$ cat src/rtl/pc_pkg.sv
// pc_pkg: shared state encoding and default PC width for the program-counter sequencer.
package pc_pkg;
  typedef enum logic [1:0] {IDLE, RUN, HALT} pc_state_t;
  localparam int PC_W = 12;
endpackage

$ cat src/rtl/sat_counter.sv
// sat_counter: clearable up-counter that sticks at all-ones instead of wrapping.
module sat_counter #(
  parameter int W = 16
) (
  input  logic         clk,
  input  logic         rst,
  input  logic         clr,
  input  logic         inc,
  output logic [W-1:0] cnt
);
  always_ff @(posedge clk)
    if (rst || clr) cnt <= '0;
    else if (inc && cnt != '1) cnt <= cnt + 1'b1;
endmodule

$ cat src/rtl/prog_ctr_seq.sv
// prog_ctr_seq: PC sequencer with start/done handshake, relative branches,
// run/branch counters and a runaway watchdog.
module prog_ctr_seq
  import pc_pkg::*;
#(
  parameter int D          = PC_W,
  parameter int START_ADDR = 0,
  parameter int CNT_W      = 16,
  parameter int MAX_CYCLES = 40000
) (
  input  logic             Clk,
  input  logic             Reset,
  input  logic             Start,
  input  logic             Halt,
  input  logic             Stall,
  input  logic             BranchRel,
  input  logic             CondZero,
  input  logic [D-1:0]     Target,
  output logic [D-1:0]     ProgCtr,
  output logic             Running,
  output logic             Done,
  output logic             Timeout,
  output logic [CNT_W-1:0] CycleCnt,
  output logic [CNT_W-1:0] BranchCnt
);
  pc_state_t state, state_nx;
  logic [D-1:0] pc_nx;
  logic run, live, wdog, adv, taken, to_nx;
  assign run   = state == RUN;
  assign live  = run && !Stall;
  assign wdog  = live && CycleCnt == CNT_W'(MAX_CYCLES - 1);
  assign adv   = live && !wdog && !Halt;
  assign taken = adv && BranchRel && CondZero;
  always_comb begin
    state_nx = Start ? RUN : (live && (wdog || Halt)) ? HALT : state;
    pc_nx    = Start ? D'(START_ADDR) : !adv ? ProgCtr : taken ? ProgCtr + Target : ProgCtr + 1'b1;
    to_nx    = Start ? 1'b0 : wdog ? 1'b1 : Timeout;
  end
  always_ff @(posedge Clk)
    if (Reset) begin
      state   <= IDLE;
      ProgCtr <= '0;
      Timeout <= 1'b0;
    end else begin
      state   <= state_nx;
      ProgCtr <= pc_nx;
      Timeout <= to_nx;
    end
  assign Running = state == RUN;
  assign Done    = state == HALT;
  sat_counter #(.W(CNT_W)) u_cycle_cnt (
    .clk(Clk), .rst(Reset), .clr(Start), .inc(run), .cnt(CycleCnt)
  );
  sat_counter #(.W(CNT_W)) u_branch_cnt (
    .clk(Clk), .rst(Reset), .clr(Start), .inc(taken), .cnt(BranchCnt)
  );
endmodule

$ cat config.mk
export PLATFORM = sky130hd
export DESIGN_NAME = prog_ctr_seq
export DESIGN_NICKNAME = d
export VERILOG_FILES = /design/src/rtl/pc_pkg.sv /design/src/rtl/sat_counter.sv /design/src/rtl/prog_ctr_seq.sv
export SDC_FILE = /design/constraint.sdc
export NUM_CORES = 1
export LEC_CHECK = 0
export CAP_MARGIN = 5
export CELL_PAD_IN_SITES_DETAIL_PLACEMENT = 1
export CELL_PAD_IN_SITES_GLOBAL_PLACEMENT = 1
export CORE_UTILIZATION = 36
export DETAILED_ROUTE_END_ITERATION = 12
export PLACE_DENSITY = 0.81
export SYNTH_ARGS = -nofsm -noshare
export SYNTH_HDL_FRONTEND = slang
export SYNTH_SLANG_ARGS = --single-unit
$ cat constraint.sdc
create_clock -name Clk -period 3.5 [get_ports Clk]
set_input_delay 0.7 -clock Clk [delete_from_list [all_inputs] [get_ports Clk]]
set_output_delay 0.7 -clock Clk [all_outputs]
set_load 0.1 [all_outputs]
# == Word-level counts from Yosys, hierarchy flattened ==
# Cells that the tools add are included.
# op_classes
add_sub_neg,4
mul,0
div_mod_pow,0
magnitude_cmp,0
n_eq_ne,5
shifts,0
mux,3
n_bitwise,0
n_reduce_logical,16
# op_table
op,n
adder 16 x 1 -> 16 bit (second input constant),2
inequality test 16 bit (second input constant),2
equality test 16 bit (second input constant),1
adder 12 x 1 -> 12 bit (second input constant),1
adder 12 bit,1
two-way mux 12 bit,1
logical AND 1 bit,9
logical NOT 1 bit,3
equality test 2 x 1 -> 1 bit (second input constant),1
equality test 2 bit (second input constant),1
logical OR 1 bit,2
two-way mux 1 bit,2
nonzero test 2 bit,1
OR reduction 2 bit,1
# totals
regBits,47
latchBits,0
ram_bits,0
romBits,0
out_inout_bits,47
word_cells,34
mem_count,0

# == Logic depth before layout (Yosys ltp) ==
# depth
depth_word,9
depth_mapped,14

# == Hierarchy ==
# Synthesis repeated with hierarchy kept, for this count alone.
# hier_totals
cells_unflattened,335
hier_area_um2,2844.0
# modules_own_cells
mod,instances,cells_each,area_each_um2,seq_area_each_um2
sat_counter,2,95,847.1,320.3
prog_ctr_seq,1,145,1149.9,300.3

# == Worst setup path after synthesis ==
# No wires, ideal clock.
# synth_path
kind,register to register
startpoint,reg u_cycle_cnt.cnt[0]
endpoint,reg ProgCtr[11]
setup_time_ns,0.067
arrival_ns,3.922
required_time_ns,3.433
path_slack_ns,-0.489
path_stages_with_launch,14
path_buffers,1
period_less_slack_ns,3.989
path_cell_list,dfxtp_1 > ha_1 > nand3_1 > nand4bb_2 > o21a_1 > clkbuf_1 > and2_1 > ha_1 > o211ai_1 > o211ai_2 > a21oi_1 > or4_4 > a21o_1 > a21oi_2
# synth_between
elab_chain_len,8
# synth_rtl
item,line,rtl
start: declaration,sat_counter.sv:9,output logic [W-1:0] cnt
start signal: assignment,sat_counter.sv:13,else if (inc && cnt != '1) cnt <= cnt + 1'b1;
equality test 16 bit *,prog_ctr_seq.sv:31,assign wdog = live && CycleCnt == CNT_W'(MAX_CYCLES - 1);
logical AND 1 bit *,prog_ctr_seq.sv:31,
logical NOT 1 bit *,prog_ctr_seq.sv:32,assign adv = live && !wdog && !Halt;
logical AND 1 bit * (2 in series),prog_ctr_seq.sv:32,
logical AND 1 bit (2 in series),prog_ctr_seq.sv:33,assign taken = adv && BranchRel && CondZero;
two-way mux 12 bit,prog_ctr_seq.sv:36,pc_nx = Start ? D'(START_ADDR) : !adv ? ProgCtr : taken ? ProgCtr + Target : ProgCtr + 1'b1;
end signal: assignment,prog_ctr_seq.sv:46,ProgCtr <= pc_nx;
end: declaration,prog_ctr_seq.sv:19,"output logic [D-1:0] ProgCtr,"
# Mark *: on every way between the ends. The rest lies on a longest branch, timed or not.
# A chain may end at the register's enable or synchronous reset.

# == Worst setup path after layout ==
# layout_path
startpoint,in Halt
endpoint,reg ProgCtr[11]
# layout_between
elab_chain_len,5
# layout_rtl
item,line,rtl
start: declaration,prog_ctr_seq.sv:14,"input logic Halt,"
logical NOT 1 bit *,prog_ctr_seq.sv:32,
logical AND 1 bit *,prog_ctr_seq.sv:32,
logical AND 1 bit (2 in series),prog_ctr_seq.sv:33,
two-way mux 12 bit,prog_ctr_seq.sv:36,
# Marked as above.

==> impl_summary.md <==
Timing
The worst relative slew slack is 0.3358. The total negative setup slack is 0 ns. The actual slew at the worst max-slew pin is between 0.9 and 1 ns. The final worst clock skew is 0.009483 ns. The final-report hold violation count is 0. For this run, the top clock speed supported by timing is 299.1 MHz. The clock period could shrink to 3.343 ns. The final count of pins violating max slew is 0. The setup-violating endpoint count in the final report is 0. Dividing the final minimum period by the clock period gives 0.9552.

Global routing
The via count of the first global-routing pass is 2661. The residual overflow from global routing is 0. The wire length of the first global-routing pass is 12470 µm. For this run, the total global-route usage over all layers was measured as 0.2054.

The maximum number of pins on one net before global-route repair is 27. The initial antenna violation count is 0.

Finish
The total number of nets in the final design is 439. The total inserted antenna cells is 0. The area growth from synthesis to layout is 38.87%. The cell area after layout is 3701 µm². The count of filler cells inserted in the layout is 873. Of the cells placed in the final design, the portion with a size suffix greater than 1 is 0.1794. The multi-input combinational cells in the finished layout cover a total of 1672 µm². The register area is roughly 960 µm². The final design utilization is 0.5130.

Setup path
The critical path startpoint category is an input pin. The worst endpoint data arrival time is around 3.6 ns. For the worst setup path, the data required time is between 3 and 4 ns.

The highest fanout seen on the critical path is 7. The worst setup path is captured at a flop. The worst setup path is of the in -> reg kind.

Power
Dividing total power by cell area gives a power density of approximately 270 nW/µm². The total chip power is 0.9858 mW. The worst supply voltage drop on vdd is about 0.16 mV.

For this design the static power due to leakage is 1.444 nW.

Die
From bottom edge to top edge, the die measures 88.04 µm. The row count is 31. The area enclosed by the die boundary is 7751 µm². The initial utilization of the core area, before any placement, comes to 0.3694. The die width is 88.04 µm. The floorplan step defined a core boundary enclosing ~7200 µm². The I/O pin count is 66.

Synth
In this run, synthesis inferred 0 flip-flops with an integrated enable. The share of synthesized flip-flops with an asynchronous set or reset is 0. During synthesis, Yosys emitted a total of 0 warnings. Counting every net in the synthesized netlist gives between 300 and 400.

After synthesis, the mean cell area works out to about 8.4 µm². The synthesized instance count is 316. The most used flip-flop cell after synthesis is dfxtp_1.

The register bit count reported by yosys is 47. The number of distinct standard cells referenced by the synthesized netlist is 44. The share of the Yosys chip area taken by registers is 0.3531.

The cell area that synthesis handed to floorplanning was 2665 µm².

Drt
The number of nets with antenna violations after routing is 0. The count of vias placed by the detailed router is between 2000 and 3000. The violation count after the first detailed-routing iteration is 60.

After detailed routing, the number of vias per cell comes to 5.148. After detailed routing, the number of remaining DRC violations is 0. In the final routed layout, each cell accounts on average for 15.10 µm. For this block, the routed nets add up to 7639 µm of wire. The number of iterations in the first detailed-routing pass is 4.

Placement
The number of port buffers is 65. Routability-driven placement finished with a final weighted congestion of 0.8391. The instance area after placement is 3581 µm². Detailed placement ended at an HPWL of 5841 µm.

Outcome
The run finished with clean final reports.

Clock tree
The clock passes through at most 2 buffers. The CTS buffer count is 5. In this run the clock root is driven by a clkbuf_8.

The depth of the CTS H-tree is 2. Clock-pin slew was measured on the worst setup and hold paths at approximately 0.10 ns. The clock tree from TritonCTS is done. At the later pin of the worst-skew pair, clock insertion delay measures 0.30 ns. The number of clock sinks is 47. Hold repair after CTS inserted 0 buffers.

Job
Max-cap violations in this run came to 0.

Min path
The path class of the tightest hold or removal check is reg -> reg.
==> state kept, by name, summed over array words and instances, names as in the netlist <==
register          count
state                 2
Timeout               1
ProgCtr              12
u_cycle_cnt.cnt      16
u_branch_cnt.cnt     16
==> layout by cell type, fill, tap and decap left out, types with 2 or more instances in the layout <==
| cell type | netlist | routed |
|---|---|---|
| clkdlybuf4s50_1 | 0 | 53 |
| nor2_1 | 40 | 40 |
| buf_4 | 0 | 40 |
| dfxtp_1 | 47 | 38 |
| nand2_1 | 31 | 31 |
| xor2_1 | 23 | 23 |
| a21oi_1 | 23 | 22 |
| nand3_1 | 20 | 20 |
| ha_1 | 13 | 13 |
| xnor2_1 | 11 | 11 |
| and2_1 | 10 | 10 |
| and3_1 | 10 | 10 |
| nand4_1 | 9 | 9 |
| a21o_1 | 8 | 8 |
| dfxtp_2 | 0 | 7 |
| a211oi_1 | 6 | 6 |
| clkbuf_8 | 0 | 6 |
| inv_1 | 5 | 5 |
| nor3_1 | 5 | 5 |
| o21a_1 | 6 | 5 |
| o21ai_0 | 4 | 4 |
| nand2b_1 | 3 | 3 |
| a21oi_2 | 2 | 3 |
| o31ai_1 | 3 | 3 |
| nor4_1 | 2 | 2 |
| or4_1 | 2 | 2 |
| o21ai_2 | 2 | 2 |
| and4_1 | 2 | 2 |
| a2111oi_2 | 2 | 2 |
| o21ai_1 | 2 | 2 |
| o211ai_1 | 2 | 2 |
| dfxtp_4 | 0 | 2 |
==> what timing repair did <==
item | CTS | global route
buffers inserted | 0 | 1
resized for setup | 0 | 3
endpoints found under the hold margin | 0 | 0
setup endpoints to repair | 0 | 5
==> per-layer routing <==
| layer | GRT usage | share of wire | vias to the layer above |
|---|---|---|---|
| met5 | 0 | 0 | - |
| met1 | 0.2486 | 0.45 | 1249 |
| met2 | 0.3742 | 0.50 | 51 |
| met3 | 0.03299 | 0.039 | 8 |
| met4 | 0.05865 | 0.011 | 0 |
| li1 | - | - | 1297 |
==> cell families after synthesis <==
kind of cell    Yosys count  synth area share
compound gates           65            0.1732
xor+xnor                 34            0.1117
fa+ha+maj                14           0.06855
buf+inv                  15           0.02489
flops                    47            0.3531
simple gates            141            0.2685
==> power by group <==
group / total, mW / leakage [nW] / switching [mW] / internal, mW
clock: 0.360 / 0.0474 / 0.199 / 0.162
combinational: 0.0872 / 1.01 / 0.0524 / 0.0348
sequential: 0.538 / 0.384 / 0.00261 / 0.536
total: 0.986 / 1.44 / 0.254 / 0.732
==> through the flow <==
stage / hold slack (ns) / setup WS [ns] / cells
after floorplan: 0.4418 / 0.002896 / 316
after global placement: 0.4547 / -0.09346 / 497
after detailed placement: 0.4610 / -0.2677 / 497
after CTS: 0.4774 / 0.03965 / 505
after global routing: 0.5050 / -0.004540 / 506
final: 0.4834 / 0.1566 / 506
==> path summary, 6_finish.rpt <==
path / from / slack (ns) / cells past startpoint / to
setup reg to reg: u_cycle_cnt.cnt[0] / 0.21 / 13 / ProgCtr[11]
hold / removal: state[1] / 0.48 / 2 / state[1]
setup / recovery: Halt / 0.16 / 12 / ProgCtr[11]
hold reg to reg: state[1] / 0.48 / 2 / state[1]
==> Yosys cell counts, types with 3 or more instances <==
library cell,n,area [µm²]
dfxtp_1,47,940.9
nor2_1,40,150.1
nand2_1,31,116.4
a21oi_1,23,115.1
xor2_1,23,201.4
nand3_1,20,100.1
ha_1,13,162.7
xnor2_1,11,96.34
and2_1,10,62.56
and3_1,10,62.56
nand4_1,9,56.30
a21o_1,8,60.06
a211oi_1,6,45.04
o21a_1,6,45.04
clkbuf_1,5,18.77
inv_1,5,18.77
nor3_1,5,25.02
o21ai_0,4,20.02
nand2b_1,3,18.77
o31ai_1,3,22.52
==> final cells by class <==
class | instances | area share
clock inverters | 2 | 0.004395
inverters | 5 | 0.005071
repair buffers | 93 | 0.2245
flip-flops and latches | 47 | 0.2586
multi-input cells | 254 | 0.4517
well taps | 99 | 0.03347
clock buffers | 6 | 0.02231
==> critical path: stages <==
cell,delay [ns]
clkdlybuf4s50_1,0.51
nor4_4,0.33
o21a_2,0.25
buf_4,0.16
and2_1,0.12
ha_1,0.21
o21a_1,0.17
o21a_1,0.16
a21oi_1,0.13
or4_4,0.51
a21o_1,0.21
a21oi_2,0.12
Note: power is estimated with default switching activity, not from simulation.
